===== src/rtl/cheri_pkg.sv =====
// Shared types for the capability-load revocation scheduler.
// Latency: n/a (types and constants only). Backpressure: n/a.
// Holds FSM encoding, queued-check entry layout and the all-zero parity word.
package cheri_pkg;

    typedef enum logic [1:0] {
        IDLE = 2'd0,
        REQ  = 2'd1,
        WAIT = 2'd2,
        RVK  = 2'd3
    } trvk_sched_state_e;

    typedef struct packed {
        logic [4:0]  rd;
        logic [31:0] base;
        logic        tag;
        logic        inrange;
    } rvk_entry_t;

    // Inverted-SECDED check bits of an all-zero data word.
    localparam logic [6:0] TrvkNullPar = 7'h2a;

endpackage


===== src/rtl/cheri_trvk_fifo.sv =====
// Pending-check queue with a per-entry destination-register match vector.
// Latency: pushed entry visible at head the next cycle. Backpressure: full flag; caller must not push when full.
// Simultaneous push and pop are allowed whenever the queue is neither empty (for pop) nor full (for push).
module cheri_trvk_fifo
    import cheri_pkg::*;
#(
    parameter int unsigned Depth = 4
) (
    input  logic             clk_i,
    input  logic             rst_ni,
    input  logic             push,
    input  rvk_entry_t       push_dat,
    input  logic             pop,
    output rvk_entry_t       head,
    output logic             full,
    output logic             empty,
    input  logic [4:0]       match_rd,
    output logic [Depth-1:0] match
);

    localparam int unsigned AW = (Depth > 1) ? $clog2(Depth) : 1;

    rvk_entry_t       mem_q [Depth];
    logic [Depth-1:0] vld_q, vld_d;
    logic [AW-1:0]    wptr_q, rptr_q;

    always_comb begin
        vld_d = vld_q;
        if (pop) begin
            vld_d[rptr_q] = 1'b0;
        end
        if (push) begin
            vld_d[wptr_q] = 1'b1;
        end
    end

    always_ff @(posedge clk_i or negedge rst_ni) begin
        if (!rst_ni) begin
            wptr_q <= '0;
            rptr_q <= '0;
            vld_q  <= '0;
            for (int i = 0; i < Depth; i++) begin
                mem_q[i] <= '0;
            end
        end else begin
            vld_q <= vld_d;
            if (push) begin
                mem_q[wptr_q] <= push_dat;
                wptr_q        <= wptr_q + 1'b1;
            end
            if (pop) begin
                rptr_q <= rptr_q + 1'b1;
            end
        end
    end

    assign head  = mem_q[rptr_q];
    assign full  = &vld_q;
    assign empty = ~|vld_q;

    for (genvar g = 0; g < Depth; g++) begin : g_match
        assign match[g] = vld_q[g] && (mem_q[g].rd == match_rd);
    end

endmodule


===== src/rtl/prim_secded_inv_39_32_enc.sv =====
// Inverted Hsiao SECDED(39,32) encoder; check bits in [38:32].
// Latency: combinational. Backpressure: none.
// Parity bits are XORed with 7'h2a so an all-zero word does not encode to all-zero.
module prim_secded_inv_39_32_enc (
    input  logic [31:0] data_i,
    output logic [38:0] data_o
);

    logic [38:0] raw;

    always_comb begin
        raw     = {7'h00, data_i};
        raw[32] = ^(raw & 39'h002606BD25);
        raw[33] = ^(raw & 39'h00DEBA8050);
        raw[34] = ^(raw & 39'h00413D89AA);
        raw[35] = ^(raw & 39'h0031234ED1);
        raw[36] = ^(raw & 39'h00C2C1323B);
        raw[37] = ^(raw & 39'h002DCC624C);
        raw[38] = ^(raw & 39'h0098505586);
        data_o  = raw ^ 39'h2A00000000;
    end

endmodule


===== src/rtl/cheri_trvk_sched.sv =====
// Reserves capability-load destinations (trsv) and releases them via trvk after a revocation-bitmap lookup.
// Latency: trsv same cycle as accept; trvk 3 cycles after pop with immediate grant, 1 cycle on bypass.
// Backpressure: ldcap_ready_o low when queue full or rd pending; CHERI_TRVK_TIMEOUT_EN adds a fail-safe watchdog.
module cheri_trvk_sched
    import cheri_pkg::*;
#(
    parameter int unsigned Depth         = 4,
    parameter logic [31:0] HeapBase      = 32'h8000_0000,
    parameter logic [31:0] HeapSize      = 32'h0004_0000,
    parameter logic [31:0] RvkBase       = 32'h8300_0000,
    parameter int unsigned TimeoutCycles = 255
) (
    input  logic        clk_i,
    input  logic        rst_ni,
    input  logic        ldcap_valid_i,
    output logic        ldcap_ready_o,
    input  logic [4:0]  ldcap_rd_i,
    input  logic [31:0] ldcap_base_i,
    input  logic        ldcap_tag_i,
    output logic [4:0]  trsv_addr_o,
    output logic        trsv_en_o,
    output logic [6:0]  trsv_par_o,
    output logic [4:0]  trvk_addr_o,
    output logic        trvk_en_o,
    output logic        trvk_clrtag_o,
    output logic [6:0]  trvk_par_o,
    output logic        mem_req_o,
    output logic [31:0] mem_addr_o,
    input  logic        mem_gnt_i,
    input  logic        mem_rvalid_i,
    input  logic [31:0] mem_rdata_i,
    output logic        busy_o,
    output logic        alert_o
);

    trvk_sched_state_e state_q, state_d;
    rvk_entry_t        infl_q, infl_d, head, push_dat;
    logic              clrtag_q, clrtag_d;
    logic              full, empty, push, pop, infl_match, tmo_hit;
    logic [Depth-1:0]  match;
    logic [31:0]       ld_off, infl_off, bitidx, bm_addr;
    logic [31:0]       unused_trsv_dat, unused_trvk_dat;

    // An in-flight entry still owns its rd until the trvk cycle has passed.
    assign infl_match    = (state_q != IDLE) && (infl_q.rd == ldcap_rd_i);
    assign ldcap_ready_o = !full && !(|match) && !infl_match;
    assign push          = ldcap_valid_i && ldcap_ready_o && (ldcap_rd_i != 5'd0);
    assign pop           = (state_q == IDLE) && !empty;

    assign ld_off           = ldcap_base_i - HeapBase;
    assign push_dat.rd      = ldcap_rd_i;
    assign push_dat.base    = ldcap_base_i;
    assign push_dat.tag     = ldcap_tag_i;
    assign push_dat.inrange = (ld_off < HeapSize);

    cheri_trvk_fifo #(
        .Depth (Depth)
    ) u_fifo (
        .clk_i    (clk_i),
        .rst_ni   (rst_ni),
        .push     (push),
        .push_dat (push_dat),
        .pop      (pop),
        .head     (head),
        .full     (full),
        .empty    (empty),
        .match_rd (ldcap_rd_i),
        .match    (match)
    );

    // One bitmap bit per 8-byte granule, 32 granules per bitmap word.
    assign infl_off = infl_q.base - HeapBase;
    assign bitidx   = infl_off >> 3;
    assign bm_addr  = RvkBase + {3'b000, bitidx[31:5], 2'b00};

    always_comb begin
        state_d   = state_q;
        infl_d    = infl_q;
        clrtag_d  = clrtag_q;
        mem_req_o = 1'b0;
        unique case (state_q)
            IDLE: begin
                if (pop) begin
                    infl_d   = head;
                    clrtag_d = 1'b0;
                    state_d  = (head.tag && head.inrange) ? REQ : RVK;
                end
            end
            REQ: begin
                mem_req_o = 1'b1;
                if (mem_gnt_i) begin
                    state_d = WAIT;
                end
            end
            WAIT: begin
                if (mem_rvalid_i) begin
                    clrtag_d = mem_rdata_i[bitidx[4:0]];
                    state_d  = RVK;
                end
            end
            RVK: begin
                state_d = IDLE;
            end
            default: begin
                state_d = IDLE;
            end
        endcase
        if (tmo_hit) begin
            clrtag_d = 1'b1;
            state_d  = RVK;
        end
    end

    always_ff @(posedge clk_i or negedge rst_ni) begin
        if (!rst_ni) begin
            state_q  <= IDLE;
            infl_q   <= '0;
            clrtag_q <= 1'b0;
        end else begin
            state_q  <= state_d;
            infl_q   <= infl_d;
            clrtag_q <= clrtag_d;
        end
    end

`ifdef CHERI_TRVK_TIMEOUT_EN
    localparam int unsigned CntW = 16;

    logic [CntW-1:0] tmo_cnt_q;
    logic            tmo_run, alert_q;

    assign tmo_run = (state_q == REQ) || (state_q == WAIT);
    // A response arriving on the limit cycle still wins over the watchdog.
    assign tmo_hit = (tmo_cnt_q >= CntW'(TimeoutCycles - 1))
                  && (((state_q == REQ) && !mem_gnt_i) || ((state_q == WAIT) && !mem_rvalid_i));

    always_ff @(posedge clk_i or negedge rst_ni) begin
        if (!rst_ni) begin
            tmo_cnt_q <= '0;
            alert_q   <= 1'b0;
        end else begin
            tmo_cnt_q <= tmo_run ? tmo_cnt_q + 1'b1 : '0;
            if (tmo_hit) begin
                alert_q <= 1'b1;
            end
        end
    end

    assign alert_o = alert_q;
`else
    logic unused_tmo;

    assign tmo_hit    = 1'b0;
    assign alert_o    = 1'b0;
    assign unused_tmo = (TimeoutCycles != 0);
`endif

    assign trsv_en_o     = push;
    assign trsv_addr_o   = push ? ldcap_rd_i : 5'd0;
    assign trvk_en_o     = (state_q == RVK);
    assign trvk_addr_o   = trvk_en_o ? infl_q.rd : 5'd0;
    assign trvk_clrtag_o = trvk_en_o && clrtag_q;
    assign mem_addr_o    = mem_req_o ? bm_addr : 32'd0;
    assign busy_o        = !empty || (state_q != IDLE);

    prim_secded_inv_39_32_enc u_trsv_enc (
        .data_i ({26'h0, trsv_en_o, trsv_addr_o}),
        .data_o ({trsv_par_o, unused_trsv_dat})
    );

    prim_secded_inv_39_32_enc u_trvk_enc (
        .data_i ({25'h0, trvk_en_o, trvk_clrtag_o, trvk_addr_o}),
        .data_o ({trvk_par_o, unused_trvk_dat})
    );

endmodule


===== config.mk =====
export PLATFORM = sky130hd
export DESIGN_NAME = cheri_trvk_sched
export DESIGN_NICKNAME = d
export VERILOG_FILES = /design/src/rtl/cheri_pkg.sv /design/src/rtl/cheri_trvk_fifo.sv /design/src/rtl/prim_secded_inv_39_32_enc.sv /design/src/rtl/cheri_trvk_sched.sv
export SDC_FILE = /design/constraint.sdc
export NUM_CORES = 1
export LEC_CHECK = 0
export CAP_MARGIN = 20
export CORE_MARGIN = 3
export CORE_UTILIZATION = 52
export DETAILED_ROUTE_END_ITERATION = 16
export PLACE_DENSITY = 0.76
export SYNTH_ARGS = -nofsm -noshare
export SYNTH_HDL_FRONTEND = slang
export SYNTH_HIERARCHICAL = 1
export SYNTH_SLANG_ARGS = --single-unit

===== constraint.sdc =====
create_clock -name clk_i -period 5.18 [get_ports clk_i]
set_clock_uncertainty 0.05 [all_clocks]
set_input_delay 1.554 -clock clk_i [delete_from_list [all_inputs] [get_ports clk_i]]
set_output_delay 1.554 -clock clk_i [all_outputs]
set_load 0.005 [all_outputs]

==> metrics <==
P_leak 0.00613 uW; Setup TNS -1.33 ns; Max Clock Freq 183 MHz; die height approximately 150 um; CP Max Fanout 5; final WL 21,700 um; TritonCTS Buffers 17; internal reg-to-reg setup slack approximately 2.3 ns; Flop pwr share 34.4%; worst vdd ir around 300 uV; largest net degree at the start of global routing 101; worst reg-to-reg path cell count 12; Final min period 5.45 ns; full die area between 20,000 and 25,000 um2; number of global-route vias before repair around 6,800; Ys Warns 6; power per cell area just under 600 nW/um2; P_sw roughly 2500 uW; Fill cells 1,406; Period Utilization, post-route 105%; worst setup margin -0.272 ns; critical path cell sequence buf_12, buf_4, xor2_1, nor4_1, and3_1, nor3_2, and3_4, buf_6, and3_4, buf_6, xnor2_2, xnor3_1, xnor3_1, buf_2; clock share of power 18.7%; Hold Crit Start u_fifo/mem_q[39]$_DFFE_PN0P_; first-pass GRT wire length 34,800 um; hold crit path type reg -> reg; Synth Instances between 700 and 800; final instance area about 14,000 um2; Initial Utilization 53.7%; Syn Area/Cell roughly 15 um2; Nets 1,075; htree depth 4; Worst Setup Start Kind input pin; Worst-Skew Late Latency 0.43 ns; DRT Pass-1 Iters 4; WS Path Type in -> out; initial drt markers 220; mean number of vias per cell approximately 5.1; worst rel slew slack 34.3%; Final setup viols 7; outcome complete, but fails checks; CP required roughly 3.6 ns; antenna violations before repair 0; ANT cells 0; RSZ-0062 raised after global routing yes; failing checks negative setup slack; routed length per instance 17.1 um; hold path endpoint u_fifo/mem_q[39]$_DFFE_PN0P_; Port Buffers 127; Clock Tree Root clkbuf_16; I/O Pins 138; instance area at placement 12,600 um2; layout cells sized above 1 roughly 31%; DR DRC count 0; Critical R2R Launch u_fifo/mem_q[37]$_DFFE_PN0P_; Global Route Usage Sum 20.1%; cell internal pwr 5600 uW; clk sink count between 150 and 200; WP data arrival 3.85 ns; Reg clk slew, reported paths 0.06 ns; routability cong. 0.756; Slowest-stage cell, CP xnor3_1; hold-critical path depth 1; CTS tree done; Post-Syn Area approximately 11,000 um2; DP HPWL 14,200 um; width of the die 149 um; synthesis-to-finish area growth 28.0%; vias post-DR 6,454; grt ovf 0; Longest Clk Path Bufs 2; Slowest Stage Delay on Critical Path 0.39 ns; Hold Buf Count CTS 0; cell row count 51; worst-margin pin slew 0.986 ns; CP Capture Type primary output; Final Max Slew Viols 0; Gate power share a little under half; post-route ant nets 0; Core Footprint 19,700 um2; Max-cap violations 0; RR Endpoint u_fifo/mem_q[40]$_DFFE_PN0P_; final hold violations 0; switching part of the total 30.5%
## critical path: cells and delay by family
family	cells	cell delay [ns]
AND/OR/NAND/NOR	5	0.85
buffers and inverters	5	0.62
XOR/XNOR	4	0.83
## metal layers
metal	routed length, um	GRT usage [%]	vias to the layer above
met4	178	4.80	0
met1	9350	26.0	3320
met2	11300	35.0	118
met3	839	3.93	16
li1	-	-	3000
met5	0	0	-
## registers in the layout, summed over array words and instances, names as in the netlist
| name | count |
|---|---|
| infl_q | 34 |
| clrtag_q | 1 |
| u_fifo/vld_q | 4 |
| state_q | 2 |
| u_fifo/rptr_q | 2 |
| u_fifo/wptr_q | 2 |
| u_fifo/mem_q | 144 |
## layout make-up
class,count,area (um2),share of cell area [%]
Sequential cell,189,4730,34.9
Tap cell,265,332,2.45
Timing Repair Buffer,177,1730,12.7
Inverter,13,48.8,0.360
Multi-Input combinational cell,588,6020,44.4
Clock inverter,10,208,1.53
Clock buffer,22,484,3.57
## what timing repair did
item / in CTS / in global routing
gates resized for setup: 78 / 29
gates cloned: 0 / 0
pin swaps: 20 / 14
buffers inserted: 8 / 3
setup endpoints to repair: 14 / 10
## worst max-delay path by stage
stage	startpoint	endpoint	slack, ns	cells after the start
global route	ldcap_rd_i[1]	trsv_par_o[2]	-0.37	14
floorplan	ldcap_rd_i[0]	trsv_par_o[2]	0.005	10
finish	ldcap_rd_i[1]	trsv_par_o[4]	-0.27	14
global placement	ldcap_rd_i[3]	trsv_par_o[2]	-1.19	13
detailed placement	ldcap_rd_i[3]	trsv_par_o[2]	-1.22	13
CTS	ldcap_rd_i[2]	trsv_par_o[3]	-0.32	13
## power groups by stage
stage               clock (uW)  combinational [uW]  sequential (uW)
floorplan                    0                2850             2520
global placement             0                3660             2740
detailed placement           0                3740             2790
CTS                       1530                3760             2780
global route              1580                4070             2880
finish                    1500                3780             2770
## metrics by stage
| step | setup slack [ns] | power [uW] | cells | hold WS (ns) | utilization [%] |
|---|---|---|---|---|---|
| floorplan | 0.00460 | 5370 | 835 | 0.409 | - |
| global placement | -1.19 | 6400 | 1221 | 0.421 | 63.8 |
| detailed placement | -1.22 | 6520 | 1221 | 0.430 | 63.8 |
| CTS | -0.317 | 8070 | 1261 | 0.446 | 67.9 |
| global route | -0.372 | 8530 | 1264 | 0.456 | 68.7 |
| finish | -0.272 | 8050 | 1264 | 0.443 | 68.7 |
## cells in the final DEF, fill, tap and decap left out, drive strengths merged, types with 3 or more instances in the layout
| master | count |
|---|---|
| dlymetal6s2s | 3 |
| nor2 | 8 |
| bufinv | 6 |
| nor2b | 6 |
| clkinvlp | 3 |
| clkbuf | 23 |
| conb | 109 |
| xnor2 | 60 |
| nand3 | 3 |
| mux2 | 176 |
| mux2i | 8 |
| xnor3 | 32 |
| nand2 | 25 |
| and3 | 9 |
| ha | 14 |
| inv | 13 |
| clkdlybuf4s50 | 109 |
| mux4 | 41 |
| buf | 62 |
| nor4 | 9 |
| and2 | 28 |
| dfrtp | 189 |
| o21ai | 8 |
| xor2 | 35 |
Power figures use the tool's default switching activity.
==> edit, RTL diff (config.mk and constraints unchanged) <==
`Depth` is set to 4 in 2 places; all go to 2.
--- a/src/rtl/cheri_trvk_fifo.sv
+++ b/src/rtl/cheri_trvk_fifo.sv
@@ -6,3 +6,3 @@
 #(
-    parameter int unsigned Depth = 4
+    parameter int unsigned Depth = 2
 ) (
--- a/src/rtl/cheri_trvk_sched.sv
+++ b/src/rtl/cheri_trvk_sched.sv
@@ -6,3 +6,3 @@
 #(
-    parameter int unsigned Depth         = 4,
+    parameter int unsigned Depth         = 2,
     parameter logic [31:0] HeapBase      = 32'h8000_0000,
Check against the original RTL: not equivalent (a bounded check fails within 4 cycles, from zero or initial values and one cycle with rst_ni low).
==> edit against the unedited design <==
The flow still finishes with violations (setup timing). Final area decreased by 28%. Worst setup slack gained 0.040 ns. Wire length fell by 30%. Sequential power is 38% lower. Register-to-register slack worse by 0.16 ns. Sequential cell count fell by 76. Synthesized area is 33% lower. Non-clock buffer count shrank 16. Power is 28% lower. Critical path type unchanged.
==> edit: results (changes against the unedited design) <==
Outcome
  – Status: finished, violations left (unchanged)
  – Failing checks: setup timing (unchanged)

Final layout
  – Nets: 860 (was 1075)
  – Fillers: 931 (was 1406)
  – Number of non-clock buffers: 161 (was 177)
  – Clock buffer cells: 19 (was 22)
  – Data buffer area share: 15.40% (was 12.75%)
  – Multi-input logic area: 4643 sq um (was 6025 sq um)
  – Final Non-Filler Cells: 968 (was 1264)
  – Max FFs per register: 72 (was 144)

Global route
  – Met1 Use GR: 25.12% (was 26.05%)
  – GRT Util Overall: 20.26% (was 20.05%)
  – Largest net degree at the start of global routing: 62 (was 101)
  – Met3 Use GR: 4.346% (was 3.931%)
  – Vias in the first global route: 4961 (was 6777)

Power
  – PwrDens: 590.4 nW/um^2 (was 594.2 nW/um^2)
  – Maximum VDD drop: 0.3424 mV (was 0.3043 mV)
  – Tot Pwr: 5.782 mW (was 8.055 mW)

CTS
  – Clock net sink count: 113 (was 189)

STA
  – Setup-failing EPs final: 6 (was 7)
  – Final setup margin: -0.2322 ns (was -0.2718 ns)
  – Rel. slew slack: 33.58% (was 34.28%)

Placement
  – Final GP Congestion: 0.8263 (was 0.7562)
  – Placed cell count: 927 (was 1221)

Min path
  – Hold Startpoint: u_fifo/mem_q[69] (was u_fifo/mem_q[39])
  – Hold path endpoint: u_fifo/mem_q[69] (was u_fifo/mem_q[39])

Floorplan
  – Num rows: 42 (was 51)

Worst setup path
  – Arrival @ worst endpoint: 3.81 ns (was 3.85 ns)
## edit: cell count changes in the layout (fill, tap and decap cells not counted), sizes merged, moves of 4 or more
| cell | unedited run | this run |
|---|---|---|
| dfrtp | 189 | 113 |
| mux4 | 41 | 4 |
| mux2 | 176 | 140 |
| buf | 62 | 46 |
| nand2 | 25 | 13 |
| xor2 | 35 | 23 |
| ha | 14 | 6 |
| and3 | 9 | 2 |
| and2 | 28 | 34 |
| clkdlybuf4s50 | 109 | 114 |
| inv | 13 | 8 |
| bufinv | 6 | 2 |
| nor4 | 9 | 5 |
## edit: layer usage
metal / vias to the layer above / share of wire [%] / routed length [um]
met5: - / 0 / 0
met4: 0 / 1.2 / 181
met3: 16 / 4.2 / 630
met2: 86 / 53 / 7983
met1: 2312 / 42 / 6278
li1: 2210 / - / -
## edit: what timing repair did
item,CTS,global route
setup endpoints to repair,14,7
setup buffers,7,3
gates resized for setup,62,25
pin swaps,22,18
